--- src/rtl/seq_pattern_gen.sv ---
// Serializes a latched pattern LSB first with done pulse; optional repetition
// with one gap cycle between passes when SEQ_PATTERN_GEN_REPEAT_EN is defined.
module seq_pattern_gen #(
  parameter int WIDTH = 16,
  parameter int LENW  = 5
) (
  input  logic             i_clk,
  input  logic             i_rst,
  input  logic             i_start,
  input  logic [WIDTH-1:0] i_pattern,
  input  logic [LENW-1:0]  i_len,
`ifdef SEQ_PATTERN_GEN_REPEAT_EN
  input  logic [3:0]       i_repeat,
`endif
  output logic             o_x,
  output logic             o_valid,
  output logic             o_busy,
  output logic             o_done,
  output logic [1:0]       o_state
);

  // state | meaning
  // IDLE  | waiting for a start with a legal length
  // SHIFT | driving latched pattern bit idx_q on o_x
  // GAP   | one idle cycle between repetitions
  // DONE  | one-cycle completion pulse
  typedef enum logic [1:0] {
    IDLE  = 2'b00,
    SHIFT = 2'b01,
    GAP   = 2'b10,
    DONE  = 2'b11
  } state_t;

  state_t           state;
  logic [WIDTH-1:0] pat_q;
  logic [LENW-1:0]  len_q;
  logic [LENW-1:0]  idx_q;
  logic [LENW-1:0]  idx_nxt;
  logic             len_ok;
  logic             last_bit;
  logic             next_bit;
  logic             more_reps;

  assign len_ok   = (i_len != '0) && (i_len <= LENW'(WIDTH));
  assign last_bit = (idx_q == (len_q - LENW'(1)));
  assign idx_nxt  = idx_q + LENW'(1);
  // mask-and-reduce keeps the index within the pattern width
  assign next_bit = |(pat_q & (WIDTH'(1) << idx_nxt));

`ifdef SEQ_PATTERN_GEN_REPEAT_EN
  logic [3:0] rep_q;
  assign more_reps = (rep_q != 4'd0);
`else
  assign more_reps = 1'b0;
`endif

  always_ff @(posedge i_clk or posedge i_rst) begin
    if (i_rst) begin
      state   <= IDLE;
      pat_q   <= '0;
      len_q   <= '0;
      idx_q   <= '0;
      o_x     <= 1'b0;
      o_valid <= 1'b0;
      o_done  <= 1'b0;
`ifdef SEQ_PATTERN_GEN_REPEAT_EN
      rep_q   <= 4'd0;
`endif
    end else begin
      case (state)
        IDLE: begin
          if (i_start && len_ok) begin
            state   <= SHIFT;
            pat_q   <= i_pattern;
            len_q   <= i_len;
            idx_q   <= '0;
            o_x     <= i_pattern[0];
            o_valid <= 1'b1;
`ifdef SEQ_PATTERN_GEN_REPEAT_EN
            rep_q   <= i_repeat;
`endif
          end
        end
        SHIFT: begin
          if (last_bit) begin
            o_x     <= 1'b0;
            o_valid <= 1'b0;
            if (more_reps) begin
              state <= GAP;
            end else begin
              state  <= DONE;
              o_done <= 1'b1;
            end
          end else begin
            idx_q <= idx_nxt;
            o_x   <= next_bit;
          end
        end
        GAP: begin
          state   <= SHIFT;
          idx_q   <= '0;
          o_x     <= pat_q[0];
          o_valid <= 1'b1;
`ifdef SEQ_PATTERN_GEN_REPEAT_EN
          rep_q   <= rep_q - 4'd1;
`endif
        end
        DONE: begin
          state  <= IDLE;
          o_done <= 1'b0;
        end
        default: begin
          state   <= IDLE;
          o_x     <= 1'b0;
          o_valid <= 1'b0;
          o_done  <= 1'b0;
        end
      endcase
    end
  end

  assign o_busy  = (state != IDLE);
  assign o_state = state;

endmodule

--- config.mk ---
export PLATFORM = sky130hd
export DESIGN_NAME = seq_pattern_gen
export DESIGN_NICKNAME = d
export VERILOG_FILES = /design/src/rtl/seq_pattern_gen.sv
export SDC_FILE = /design/constraint.sdc
export NUM_CORES = 1
export LEC_CHECK = 0
export BUFFER_PORTS_ARGS = -buffer_cell sky130_fd_sc_hd__buf_2
export CAP_MARGIN = 20
export CORE_MARGIN = 5
export CORE_UTILIZATION = 55
export CTS_CLUSTER_DIAMETER = 30
export CTS_CLUSTER_SIZE = 8
export DETAILED_ROUTE_END_ITERATION = 10
export PLACE_DENSITY = 0.81
export SETUP_SLACK_MARGIN = 0.05
export SLEW_MARGIN = 40
export SYNTH_ARGS = -nofsm -noshare
export SYNTH_HDL_FRONTEND = slang
export SYNTH_SLANG_ARGS = --single-unit
export TNS_END_PERCENT = 5
--- constraint.sdc ---
create_clock -name i_clk -period 2.55 [get_ports i_clk]
set_input_delay 0.3825 -clock i_clk [delete_from_list [all_inputs] [get_ports i_clk]]
set_output_delay 0.3825 -clock i_clk [all_outputs]
set_load 0.01 [all_outputs]
* Yosys cells after proc, flatten, opt, wreduce, memory -nomap -nowiden
Index checks and enable logic that the tools add are counted.
** Cells by class
- $add $sub $neg :: 2
- $mul :: 0
- Div/mod/pow operators :: 0
- Order comparisons :: 1
- Equal/unequal tests :: 7
- Shift operators :: 1
- Muxes and demuxes :: 14
- Bitwise logic cells :: 1
- Reduce and logical (&&, ||, !) cells :: 14
** Operator list (number)
- bitwise AND 16 bit :: 1
- OR reduction 16 bit :: 1
- << shifter 1 x 5 -> 16 bit, first input constant :: 1
- one-hot mux 5 bit (3 select lines) :: 1
- 2-to-1 mux 5 bit :: 2
- one-hot mux 2 bit (4 select lines) :: 1
- AND reduction 2 bit :: 4
- != test 2 bit, second input constant :: 3
- one-hot mux 1 bit (3 select lines) :: 2
- AND reduction 3 bit :: 2
- adder 5 x 1 -> 5 bit, second input constant :: 1
- equality test 5 bit :: 1
- less-or-equal comparator 5 bit, second input constant :: 1
- 2-to-1 mux 1 bit :: 5
- nonzero test 5 bit :: 1
- subtractor 5 x 1 -> 5 bit, second input constant :: 1
- equality test 2 bit, second input constant :: 2
- 2-to-1 mux 2 bit :: 2
- nonzero test 2 bit :: 2
- nonzero test 3 bit :: 1
- equality test 2 x 1 -> 1 bit, second input constant :: 1
- logical AND 1 bit :: 2
- zero test 2 bit :: 1
- one-hot mux 1 bit (2 select lines) :: 1
** Storage, ports and cells
- Flip-flop bits (word level) :: 31
- Bits in latches :: 0
- Bits in writable memories :: 0
- Memory bits (read-only) :: 0
- Bits of input ports :: 24
- Output and inout bits :: 6
- Logic and storage cells :: 47
- Memories :: 0

* Longest topological paths before layout
- Depth after elaboration :: 6
- Mapped depth :: 7
- Gate-level depth less buffers :: 7

* Worst setup path before layout
Ideal clock, no wire load.
- Path type :: register to register
- From :: register len_q[0]
- To :: register idx_q[0]
- Setup time :: 0.125 ns
- Arrival time :: 1.807 ns
- Data required time :: 2.425 ns
- Path slack :: 0.618 ns
- Stages on the path, launching flop included :: 8
- Path buffers :: 0
- Period minus slack after synthesis :: 1.932 ns
- Path through :: dfrtp_1 inv_1 ha_1 and2b_2 o21a_1 o311ai_4 o22ai_2 mux2_2
** On the way
- Longest elaborated chain between the ends :: 4
** RTL lines
- start, declared :: RTL line 36 : logic [LENW-1:0] len_q;
- start signal, assigned :: RTL line 75 : len_q <= i_len;
- subtractor 5 x 1 -> 5 bit :: RTL line 45 : assign last_bit = (idx_q == (len_q - LENW'(1)));
- equality test 5 bit :: RTL line 45
- != test 2 bit (no source line)
- AND reduction 3 bit (no source line)
- end signal, assigned :: RTL line 95 : idx_q <= idx_nxt;
- end, declared :: RTL line 37 : logic [LENW-1:0] idx_q;
No other way between the ends.
A chain may end at the register's enable or synchronous reset.

* Worst setup path in the final report
Ends and elaborated chain as after synthesis.

==> results.toml <==
[synthesis]
ys_warn_count = 0
synth-edff-count = 0
async_flop_share_pct = 100
synthFlopType = "dfrtp_1"
yosysSeqAreaShare_pct = 43.5
yosysTopAreaCell = "dfrtp_1"
syn_inst = 151
synth_area_leaders = "dfrtp_1 (43%), mux2_2 (14%), ha_1 (7.7%)"
synth_nets = 186
ys_seq_elements = 31
synth_top_area_share_pct = 43.5
syn_area_um2 = 1780
ys_types = 39
syn_area_per_cell_um2 = 11.8

[floorplanning]
start_util_pct = 58.0
num_io_pins = 30
row_count = 20
die_area_um2 = 4480
die_h_um = 67.0
core_um2 = 3080
die_width_um = 67.0

[clock_network]
insertion_delay_ps = 330
cts_buffers = 5
cts_resized = 0
clock-root-buffer = "clkbuf_4"
cts_setup_buffers = 0
cts.path.max_buffers = 2
cts_tree = "done"
h-tree-depth = 2
clkTransAtPathRegs_ps = 100
ctsHoldBuffers = 0
cts_num_sinks = 31

[sta]
maxSlewViolCount = 0
fmax_ghz = 0.472
clock_skew_ps = 10.6
setup_viol = 0
tightest_slew_ps = 465
rsz0062_at_grt = "false"
final_hold_viol_count = 0
slew_headroom_pct = 68.8
post-route-period-util_pct = 83.2
whs_ps = 108
period_needed_ps = 2120
fin_ws_ps = 429
final.setup.tns_ps = 0

[global_routing]
gr-usage-all-layers_pct = 18.1
antenna_found_initial = 0
grt_max_degree = 32
first_global_vias = 1281
gr-total-overflow = 0
grt_first_pass_wirelength_um = 5960

[critical_path]
cp.required_ps = 2780
r2r-start = "len_q[0]$_DFFE_PP0P_"
critPathKind = "flop to flop"
arrival_ps = 2350
crit_start = "len_q[0]$_DFFE_PP0P_"
cp_max_fo = 8
worstSetupEndpointType = "flop"
start_kind = "flop"

[routing]
drt_iter0_drc = 39
drcViolationCount = 0
drt-pass1-iter-count = 5
num_vias = 1281
routed_via_density = 5.57
avgRoutedWirePerCell_um = 15.5
routed_wl_um = 3570
antenna_left = 0

[place]
hpwlAfterDp_um = 2730
routabilityCongestion = 0.790
place_ws_ps = 459
postPlaceCellArea_um2 = 1970
port_buffers = 29

[cells_and_area]
design_area_um2 = 2030
final_common_cell = "dfrtp_1"
final_layout_size_suffix_gt1_share_pct = 36.6
final_core_util_pct = 65.8
syn_to_final_growth_pct = 13.5
final_cell_mix = "dfrtp_1 (31), buf_2 (29), mux2_2 (22), ha_1 (11), inv_1 (10)"
num_antenna_cells = 0
finalNetCount = 220

[run]
max-cap-violations = 0

[hold_path]
hp-class = "input pin to async pin"

[power]
ir_worst_vdd_mv = 0.662
p_leak_nw = 0.955
cellPowerDensity_nw_per_um2 = 1180

[run_status]
status = "complete, no violations"
## final timing paths
kind	endpoint	slack, ps	cells after the start
setup / recovery	idx_q[0]$_DFFE_PP0P_	430	7
hold / removal	idx_q[0]$_DFFE_PP0P_	110	3
setup reg to reg	idx_q[0]$_DFFE_PP0P_	430	7
hold reg to reg	pat_q[9]$_DFFE_PP0P_	520	1
max in group asynchronous	o_x$_DFFE_PP0P_	2150	3
min in group i_clk	pat_q[3]$_DFFE_PP0P_	280	2
## kinds of logic after synthesis
family / Yosys count / synth area share [%]
AO/OA/AOI/OAI: 33 / 15.0
flip-flops: 31 / 43.5
AND/OR/NAND/NOR: 30 / 10.9
multiplexers: 24 / 15.0
buffers and inverters: 14 / 3.58
adder cells (fa/ha/maj): 11 / 7.71
XOR/XNOR: 8 / 4.35
## per-stage QoR
stage,power [mW],std cells
after floorplan,1.84,151
after global placement,2.04,222
after detailed placement,2.12,222
after CTS,2.39,230
after global routing,2.57,230
final,2.39,230
## power breakdown
part / switching (mW) / total [mW] / leakage, nW / internal [mW]
Combinational: 0.587 / 1.17 / 0.545 / 0.582
Sequential: 0.226 / 0.947 / 0.375 / 0.721
Clock: 0.169 / 0.271 / 0.0347 / 0.102
Total: 0.982 / 2.39 / 0.955 / 1.41
## critical path, cell delays in order, from the launching register on
cell,delay (ps)
dfrtp_1,430
inv_1,70
ha_1,190
and2b_2,230
o21a_1,210
o311ai_4,430
o22ai_2,170
mux2_2,290
## cell type report
cell class / count / area, um2
fill: 248 / 1050
clock buffer: 5 / 37.5
timing repair buffer: 31 / 160
tap: 44 / 55.1
sequential: 31 / 776
clock inverter: 3 / 15.0
inverter: 10 / 37.5
multi-input combinational: 106 / 945
## state kept, by name, indices dropped and copies added, names as in the netlist
register / cells
o_valid: 1
idx_q: 5
pat_q: 16
len_q: 5
o_x: 1
o_done: 1
o_state: 2
## metal layers
layer	wire length (um)	global-route usage (%)
met5	0	0
met2	1790	30.3
met4	79	7.09
met1	1550	22.0
met3	144	4.89
## synth_stat cells (2+ instances only)
master and instances:
a211o_1 3, mux2i_1 2, nor3_1 3, nand2_1 4, nand3_1 5, a22oi_1 9
o21ai_0 4, ha_1 11, mux2_2 22, dfrtp_1 31, xnor2_1 5, inv_1 10
nor2_1 5, a22o_1 2, buf_2 3, a21oi_1 5, nand4b_1 2, nand3b_1 2
xor2_1 2, o21a_1 2
Power figures use the tool's default switching activity.
